===== src/rtl/mc_defs.sv =====
// Shared definitions for the multicycle MIPS control unit: state encodings, opcodes,
// funct codes, ALU op/control codes and the packed Moore control word.
package mc_defs;

    typedef enum logic [3:0] {
        S_FETCH    = 4'd0,
        S_DECODE   = 4'd1,
        S_MEMADR   = 4'd2,
        S_MEMRD    = 4'd3,
        S_MEMWB    = 4'd4,
        S_MEMWR    = 4'd5,
        S_EXECUTE  = 4'd6,
        S_ALUWB    = 4'd7,
        S_BRANCH   = 4'd8,
        S_JUMP     = 4'd9,
        S_ADDIEXEC = 4'd10,
        S_ADDIWB   = 4'd11
    } state_t;

    localparam logic [5:0] OP_RTYPE = 6'h00;
    localparam logic [5:0] OP_LW    = 6'h23;
    localparam logic [5:0] OP_SW    = 6'h2B;
    localparam logic [5:0] OP_BEQ   = 6'h04;
    localparam logic [5:0] OP_J     = 6'h02;
    localparam logic [5:0] OP_ADDI  = 6'h08;

    localparam logic [5:0] FUNCT_ADD = 6'h20;
    localparam logic [5:0] FUNCT_SUB = 6'h22;
    localparam logic [5:0] FUNCT_AND = 6'h24;
    localparam logic [5:0] FUNCT_OR  = 6'h25;
    localparam logic [5:0] FUNCT_SLT = 6'h2A;

    localparam logic [1:0] ALUOP_ADD   = 2'b00;
    localparam logic [1:0] ALUOP_SUB   = 2'b01;
    localparam logic [1:0] ALUOP_FUNCT = 2'b10;

    localparam logic [2:0] ALUC_ADD = 3'b010;
    localparam logic [2:0] ALUC_SUB = 3'b110;
    localparam logic [2:0] ALUC_AND = 3'b000;
    localparam logic [2:0] ALUC_OR  = 3'b001;
    localparam logic [2:0] ALUC_SLT = 3'b111;

    typedef struct packed {
        logic       pcwrite;
        logic       branch;
        logic [1:0] pcsrc;
        logic       alusrca;
        logic [1:0] alusrcb;
        logic [1:0] aluop;
        logic       irwrite;
        logic       lord;
        logic       memwrite;
        logic       regdst;
        logic       regwrite;
        logic       memtoreg;
    } ctl_t;

    // FETCH control word; also the value every non-enable output holds in reset.
    function automatic ctl_t fetch_ctl();
        ctl_t c;
        c         = '0;
        c.irwrite = 1'b1;
        c.alusrcb = 2'b01;
        c.aluop   = ALUOP_ADD;
        c.pcwrite = 1'b1;
        return c;
    endfunction

endpackage


===== src/rtl/mc_aludec.sv =====
// ALU decoder: maps aluop + funct to an alucontrol code and flags supported R-type functs.
module mc_aludec
    import mc_defs::*;
(
    input  logic [1:0] i_aluop,
    input  logic [5:0] i_funct,
    output logic [2:0] o_alucontrol,
    output logic       o_funct_ok
);

    logic [2:0] w_funct_ctl;

    always_comb begin
        w_funct_ctl = ALUC_ADD;
        o_funct_ok  = 1'b1;
        case (i_funct)
            FUNCT_ADD: w_funct_ctl = ALUC_ADD;
            FUNCT_SUB: w_funct_ctl = ALUC_SUB;
            FUNCT_AND: w_funct_ctl = ALUC_AND;
            FUNCT_OR:  w_funct_ctl = ALUC_OR;
            FUNCT_SLT: w_funct_ctl = ALUC_SLT;
            default:   o_funct_ok  = 1'b0;
        endcase
    end

    always_comb begin
        case (i_aluop)
            ALUOP_SUB:   o_alucontrol = ALUC_SUB;
            ALUOP_FUNCT: o_alucontrol = w_funct_ctl;
            default:     o_alucontrol = ALUC_ADD;
        endcase
    end

endmodule


===== src/rtl/mc_controller.sv =====
// Multicycle MIPS control unit: Moore FSM sequencing each instruction, driving datapath controls.
// Optional addi support is built when MC_ADDI_EN is defined.
module mc_controller
    import mc_defs::*;
(
    input  logic       clk,
    input  logic       reset,
    input  logic [5:0] op,
    input  logic [5:0] funct,
    input  logic       zero,
    output logic       pcen,
    output logic [1:0] pcsrc,
    output logic       alusrca,
    output logic [1:0] alusrcb,
    output logic [2:0] alucontrol,
    output logic       irwrite,
    output logic       lord,
    output logic       memwrite,
    output logic       regdst,
    output logic       regwrite,
    output logic       memtoreg,
    output logic       illegal
);

    state_t r_state;
    state_t w_dec_next;
    logic   w_op_ok;
    logic   w_funct_ok;
    ctl_t   w_ctl;

    mc_aludec u_aludec (
        .i_aluop      (w_ctl.aluop),
        .i_funct      (funct),
        .o_alucontrol (alucontrol),
        .o_funct_ok   (w_funct_ok)
    );

    always_comb begin
        w_dec_next = S_FETCH;
        w_op_ok    = 1'b1;
        case (op)
            OP_LW, OP_SW: w_dec_next = S_MEMADR;
            OP_RTYPE: begin
                if (w_funct_ok) w_dec_next = S_EXECUTE;
                else            w_op_ok    = 1'b0;
            end
            OP_BEQ:  w_dec_next = S_BRANCH;
            OP_J:    w_dec_next = S_JUMP;
`ifdef MC_ADDI_EN
            OP_ADDI: w_dec_next = S_ADDIEXEC;
`endif
            default: w_op_ok = 1'b0;
        endcase
    end

    always_ff @(posedge clk) begin
        if (reset) begin
            r_state <= S_FETCH;
        end else begin
            case (r_state)
                S_FETCH:    r_state <= S_DECODE;
                S_DECODE:   r_state <= w_dec_next;
                S_MEMADR:   r_state <= (op == OP_SW) ? S_MEMWR : S_MEMRD;
                S_MEMRD:    r_state <= S_MEMWB;
                S_EXECUTE:  r_state <= S_ALUWB;
`ifdef MC_ADDI_EN
                S_ADDIEXEC: r_state <= S_ADDIWB;
`endif
                default:    r_state <= S_FETCH;
            endcase
        end
    end

    // Moore control word; reset overrides it with FETCH values minus every write enable.
    always_comb begin
        w_ctl = '0;
        case (r_state)
            S_FETCH: w_ctl = fetch_ctl();
            S_DECODE: begin
                w_ctl.alusrcb = 2'b11;
                w_ctl.aluop   = ALUOP_ADD;
            end
            S_MEMADR: begin
                w_ctl.alusrca = 1'b1;
                w_ctl.alusrcb = 2'b10;
                w_ctl.aluop   = ALUOP_ADD;
            end
            S_MEMRD: w_ctl.lord = 1'b1;
            S_MEMWB: begin
                w_ctl.memtoreg = 1'b1;
                w_ctl.regwrite = 1'b1;
            end
            S_MEMWR: begin
                w_ctl.lord     = 1'b1;
                w_ctl.memwrite = 1'b1;
            end
            S_EXECUTE: begin
                w_ctl.alusrca = 1'b1;
                w_ctl.alusrcb = 2'b00;
                w_ctl.aluop   = ALUOP_FUNCT;
            end
            S_ALUWB: begin
                w_ctl.regdst   = 1'b1;
                w_ctl.regwrite = 1'b1;
            end
            S_BRANCH: begin
                w_ctl.alusrca = 1'b1;
                w_ctl.alusrcb = 2'b00;
                w_ctl.aluop   = ALUOP_SUB;
                w_ctl.pcsrc   = 2'b01;
                w_ctl.branch  = 1'b1;
            end
            S_JUMP: begin
                w_ctl.pcsrc   = 2'b10;
                w_ctl.pcwrite = 1'b1;
            end
`ifdef MC_ADDI_EN
            S_ADDIEXEC: begin
                w_ctl.alusrca = 1'b1;
                w_ctl.alusrcb = 2'b10;
                w_ctl.aluop   = ALUOP_ADD;
            end
            S_ADDIWB: w_ctl.regwrite = 1'b1;
`endif
            default: w_ctl = '0;
        endcase

        if (reset) begin
            w_ctl         = fetch_ctl();
            w_ctl.pcwrite = 1'b0;
            w_ctl.irwrite = 1'b0;
        end
    end

    assign pcen     = w_ctl.pcwrite | (w_ctl.branch & zero);
    assign pcsrc    = w_ctl.pcsrc;
    assign alusrca  = w_ctl.alusrca;
    assign alusrcb  = w_ctl.alusrcb;
    assign irwrite  = w_ctl.irwrite;
    assign lord     = w_ctl.lord;
    assign memwrite = w_ctl.memwrite;
    assign regdst   = w_ctl.regdst;
    assign regwrite = w_ctl.regwrite;
    assign memtoreg = w_ctl.memtoreg;
    assign illegal  = ~reset & (r_state == S_DECODE) & ~w_op_ok;

endmodule

===== config.mk =====
export PLATFORM = sky130hd
export DESIGN_NAME = mc_controller
export DESIGN_NICKNAME = d
export VERILOG_FILES = /design/src/rtl/mc_defs.sv /design/src/rtl/mc_aludec.sv /design/src/rtl/mc_controller.sv
export SDC_FILE = /design/constraint.sdc
export NUM_CORES = 1
export LEC_CHECK = 0
export CAP_MARGIN = 0
export CORE_MARGIN = 4
export CORE_UTILIZATION = 40
export CTS_CLUSTER_DIAMETER = 50
export DETAILED_ROUTE_END_ITERATION = 10
export PLACE_DENSITY_LB_ADDON = 0.08
export SLEW_MARGIN = 20
export SYNTH_ARGS = -nofsm -noshare
export SYNTH_HDL_FRONTEND = slang
export SYNTH_SLANG_ARGS = --single-unit
export TNS_END_PERCENT = 100

===== constraint.sdc =====
create_clock -name clk -period 6.3 [get_ports clk]
set_input_delay 1.26 -clock clk [delete_from_list [all_inputs] [get_ports clk]]
set_output_delay 1.26 -clock clk [all_outputs]
set_load 0.1 [all_outputs]

Word-level counts from Yosys, hierarchy flattened
Cells that the tools add are included.
{ "totals": {"reg_bits": 4, "latchBits": 0, "mem_bits_rw": 0, "mem_bits_ro": 0, "in_bits": 15, "out_inout_bits": 16, "memories": 0} }
{ "classes": {"n_addsub": 0, "n_mul": 0, "div_mod_pow": 0, "n_lt_le_gt_ge": 0, "n_eq_ne": 20, "shifts": 0, "mux": 21, "bitwise_logic": 6, "reduce_logical": 9} }
{ "ops": {"columns": ["op", "count"], "rows": [
  ["$eq A6 B6 Y1 const B", 7],
  ["$pmux W4 S5", 2],
  ["$eq A4 B3 Y1 const B", 4],
  ["$pmux W4 S4", 1],
  ["$mux W15", 1],
  ["$pmux W3 S4", 1],
  ["$mux W1", 11],
  ["$eq A4 B2 Y1 const B", 2],
  ["$eq A4 B4 Y1 const B", 2],
  ["$reduce_or A2 Y1", 4],
  ["$eq A6 B2 Y1 const B", 1],
  ["$eq A6 B3 Y1 const B", 1],
  ["$logic_not A6 Y1", 1],
  ["$mux W3", 2],
  ["$pmux W3 S2", 1],
  ["$reduce_or A5 Y1", 1],
  ["$eq A4 B1 Y1 const B", 1],
  ["$logic_not A4 Y1", 1],
  ["$pmux W2 S2", 1],
  ["$reduce_or A4 Y1", 1],
  ["$and A1 B1 Y1", 3],
  ["$reduce_or A3 Y1", 1],
  ["$eq A2 B1 Y1 const B", 1],
  ["$eq A2 B2 Y1 const B", 1],
  ["3 further kinds", 4]
]} }

Depth between registers and ports, before layout
{ "logic_depth": {"ltp_word": 7, "ltp_mapped": 8} }

By module
A second synthesis with hierarchy kept.
{ "hier_totals": {"cells_unflattened": 81, "hier_area_um2": 596.8} }
{ "by_module_without_submodules": {"columns": ["mod", "n_inst", "cells_each", "area_each_um2"], "rows": [
  ["mc_controller", 1, 63, 429.2],
  ["mc_aludec", 1, 18, 167.7]
]} }

Worst setup path before layout
OpenSTA, ideal clock, no wires.
{ "synth_timing": {"path_type": "input to output", "startpoint": "in reset", "endpoint": "out alusrcb[1]", "t_arrival_ns": 4.356, "slack_ns": 0.684, "cell_stages": 2, "cell_sequence": "clkbuf_1 nor4_1"} }
{ "synth_via": {"elab_chain_len": 1} }
{ "synth_lines": {"columns": ["element", "line_no", "source"], "rows": [
  ["start: declaration", "mc_controller.sv:7", "input logic reset,"],
  ["$mux W15", "mc_controller.sv:128", "if (reset) begin"],
  ["end: declaration", "mc_controller.sv:14", "output logic [1:0] alusrcb,"]
]} }
Every way passes these cells.

Final worst setup path
{ "layout_timing": {"startpoint": "in reset", "endpoint": "out alucontrol[0]"} }
{ "layout_via": {"elab_chain_len": 3} }
{ "layout_lines": {"columns": ["element", "line_no", "source"], "rows": [
  ["$mux W15 (*)", "mc_controller.sv:128", null],
  ["$eq A2 B2 Y1 or $eq A2 B1 Y1 (tied branches)", "mc_aludec.sv:27", "case (i_aluop)"],
  ["$pmux W3 S2 (*)", "mc_aludec.sv:27", null],
  ["end: declaration", "mc_controller.sv:15", "output logic [2:0] alucontrol,"]
]} }
Every way passes the cells marked *; elsewhere a longest branch is shown, timed or not.

==> impl_metrics.yaml <==
status:
  run_status: "completed"
routing:
  route.vias.total: 677
  viasPerCell: 5.60
  postRouteWirelength_mm: 1.42
  drtAntennaViolNets: 0
  route.detailed.wl_per_inst_um: 11.7
  remaining_drc_errors: 0
  detailedRoute.firstIterationViolations: 25
  drt-pass1-iter-count: 4
sta:
  setup-violations-final: 0
  period_needed_ps: 5090
  final.period_utilization: 0.808
  rsz0062_at_grt: "false"
  worst_skew_ps: 9.44
  hold_violations: 0
  slew_headroom: 0.353
  max_freq_mhz: 196
  slew_viol_final: 0
  fin_setup_tns_ps: 0
  worstMarginPinSlew_ps: 968
hold_path:
  hold-path-endpoint: "r_state[1]"
  min_path_type: "flip-flop to flip-flop"
  source_of_the_worst_hold_timing_path: "r_state[0]"
  worstHoldPathCells: 2
global_route:
  use_met2: 0.234
  grt_pass1_wl_mm: 2.30
  grt_start_max_net_pins: 16
  global_route.peak_usage_layer: "met2"
  antenna_found_initial: 0
  grt.met3_usage: 0.0239
  global_route.overflow_total: 0
  first_global_vias: 577
  globalRouteMet1Util: 0.202
  groute.usage.overall: 0.151
cts:
  cts_hold_repair.buffers: 0
  cts.sink_count: 4
  cts_made_buffers: 3
  clock_network_latency_to_the_later_pin_of_the_worst_skew_pair_ps: 240
  clock_path_buffers: 2
  post_cts_resize_count: 0
  cts_tree: "yes"
  clock_pin_slew_worst_setup_and_hold_paths_ps: 40
  cts-htree-levels: 1
  post_cts.repair.setup_buffers: 0
  clock-root-buffer: "sky130_fd_sc_hd__clkbuf_4"
synth:
  yosys_warnings: 0
  postSynthAreaPerCell_sq_um: 7.01
  syn-cell-area_sq_um: 547
  yosysSeqAreaShare: 0.146
  netlist-cell-type-count: 31
  synth.ff_latch_count: 4
  mapped_cells: 78
  synth.net_count: 95
pwr:
  power.density_cell_area_nw_per_um2: 116
  cellLeakagePower_nw: 0.322
  vdd_ir_drop_max_v: 0.0000700
worst_setup_path:
  worstPathMaxFanout: 9
  r2r_end: "r_state[1]"
  cp-startpoint: "reset"
  cp-end-kind: "output port"
  timing_worst_setup_path_type: "input pin to output port"
  worst_r2r_path_depth: 4
  critical_path_required_ps: 5040
  worst-r2r-setup-slack_ps: 4710
  cp_data_arrival_time_ps: 3830
  worstSetupStartpointType: "input pin"
  reg2reg_from: "r_state[0]"
floorplanning:
  area_of_the_core_sq_um: 1300
  top_level_ports: 31
  die-area_sq_um: 2020
  fp.dieW_um: 45.0
  floorplan.rows: 13
  initial_utilization: 0.420
  floorplan.die.height_um: 45.0
cells_and_area:
  max_ffs_per_register: 4
  reg.largest.list: "r_state x4"
  layout-drive-gt1-share: 0.104
  layout_common_cells: "sky130_fd_sc_hd__clkdlybuf4s50_1, sky130_fd_sc_hd__nor2_1, sky130_fd_sc_hd__nor3_1"
  most_common_cell_after_layout_fill_and_taps_aside: "sky130_fd_sc_hd__clkdlybuf4s50_1"
  fin_util: 0.664
  layout_stage_area_growth_over_the_synthesis_result_pct: 58.1
  final_net_count: 125
  top_register: "r_state"
  diodes: 0
flow_run:
  max-cap-violations: 0
placement:
  dp.final_hpwl_mm: 1.16
  place.port_buffers: 30
  final_estimated_routing_congestion_in_global_placement: 0.842
==> worst max-delay path by stage <==
stage | endpoint | slack [ps] | cells past startpoint
after floorplan | alusrcb[1] | 680 | 2
after global placement | alucontrol[0] | 1250 | 8
after detailed placement | alucontrol[0] | 1210 | 8
after CTS | alucontrol[0] | 1210 | 8
after global routing | alucontrol[0] | 1020 | 8
final | alucontrol[0] | 1210 | 8
==> area by class of cell <==
| type | instances | area, sq um |
|---|---|---|
| inverter | 6 | 22.5 |
| multi-input combinational | 63 | 425 |
| sequential | 4 | 80.1 |
| tap | 15 | 18.8 |
| fill | 125 | 437 |
| clock buffer | 3 | 22.5 |
| timing repair buffer | 30 | 295 |
==> synthesized netlist by cell type <==
| master | instances | area [sq um] |
|---|---|---|
| sky130_fd_sc_hd__dfxtp_1 | 4 | 80.1 |
| sky130_fd_sc_hd__a32oi_1 | 1 | 8.76 |
| sky130_fd_sc_hd__nor2_1 | 9 | 33.8 |
| sky130_fd_sc_hd__or4_1 | 1 | 7.51 |
| sky130_fd_sc_hd__a31oi_1 | 3 | 18.8 |
| sky130_fd_sc_hd__nor3_1 | 7 | 35.0 |
| sky130_fd_sc_hd__or2_2 | 2 | 12.5 |
| sky130_fd_sc_hd__a211o_1 | 1 | 8.76 |
| sky130_fd_sc_hd__ha_1 | 2 | 25.0 |
| sky130_fd_sc_hd__o21ai_0 | 1 | 5.00 |
| sky130_fd_sc_hd__nor3b_1 | 3 | 22.5 |
| sky130_fd_sc_hd__or3_1 | 1 | 6.26 |
| sky130_fd_sc_hd__mux2_2 | 1 | 11.3 |
| sky130_fd_sc_hd__a211oi_1 | 1 | 7.51 |
| sky130_fd_sc_hd__a21oi_1 | 1 | 5.00 |
| sky130_fd_sc_hd__nand4b_1 | 1 | 8.76 |
| sky130_fd_sc_hd__o211ai_1 | 1 | 7.51 |
| sky130_fd_sc_hd__a2111oi_4 | 1 | 27.5 |
| sky130_fd_sc_hd__and3_1 | 5 | 31.3 |
| sky130_fd_sc_hd__inv_1 | 6 | 22.5 |
| sky130_fd_sc_hd__nor4b_2 | 1 | 15.0 |
| sky130_fd_sc_hd__clkbuf_1 | 5 | 18.8 |
| sky130_fd_sc_hd__nor4_1 | 2 | 12.5 |
| sky130_fd_sc_hd__or4b_4 | 1 | 13.8 |
| sky130_fd_sc_hd__xnor2_1 | 2 | 17.5 |
| sky130_fd_sc_hd__nor2b_1 | 2 | 12.5 |
| sky130_fd_sc_hd__xor2_1 | 1 | 8.76 |
| sky130_fd_sc_hd__nand2_1 | 6 | 22.5 |
| sky130_fd_sc_hd__a311o_1 | 1 | 10.0 |
| sky130_fd_sc_hd__mux2i_1 | 1 | 10.0 |
| sky130_fd_sc_hd__nand3_1 | 4 | 20.0 |
==> cell families after synthesis <==
group,after synthesis,share of synthesized area
simple gates,45,0.465
mux,2,0.0389
fa+ha+maj,2,0.0458
buf+inv,11,0.0755
xor+xnor,3,0.0481
flops,4,0.146
compound gates,11,0.181
==> stage by stage <==
stage	power, mW	hold slack, ps	cell area, sq um	worst slack, ps	instances
2_1_floorplan	0.0529	611	547	684	78
3_3_place_gp	0.0686	687	842	1250	118
3_5_place_dp	0.0687	665	842	1210	118
4_1_cts	0.102	668	865	1210	121
5_1_grt	0.105	724	865	1020	121
6_report	0.101	682	865	1210	121
==> critical path, cell delays in order <==
cell	delay, ps
sky130_fd_sc_hd__clkdlybuf4s50_1	540
sky130_fd_sc_hd__nor3_1	370
sky130_fd_sc_hd__nand2_1	80
sky130_fd_sc_hd__or2_2	290
sky130_fd_sc_hd__ha_1	230
sky130_fd_sc_hd__nand2_1	60
sky130_fd_sc_hd__nor2_1	40
sky130_fd_sc_hd__clkdlybuf4s50_1	960
==> per-layer routing <==
layer,vias to the layer above,routed length [um]
li1,347,-
met1,295,620
met2,35,665
met3,0,132
met4,0,0
met5,-,0
==> power breakdown <==
part / switching (mW) / internal [mW] / total (mW)
sequential: 0.00213 / 0.0261 / 0.0282
clock: 0.0108 / 0.0213 / 0.0321
combinational: 0.0243 / 0.0159 / 0.0402
total: 0.0372 / 0.0633 / 0.101
Note: power is estimated with default switching activity, not from simulation.
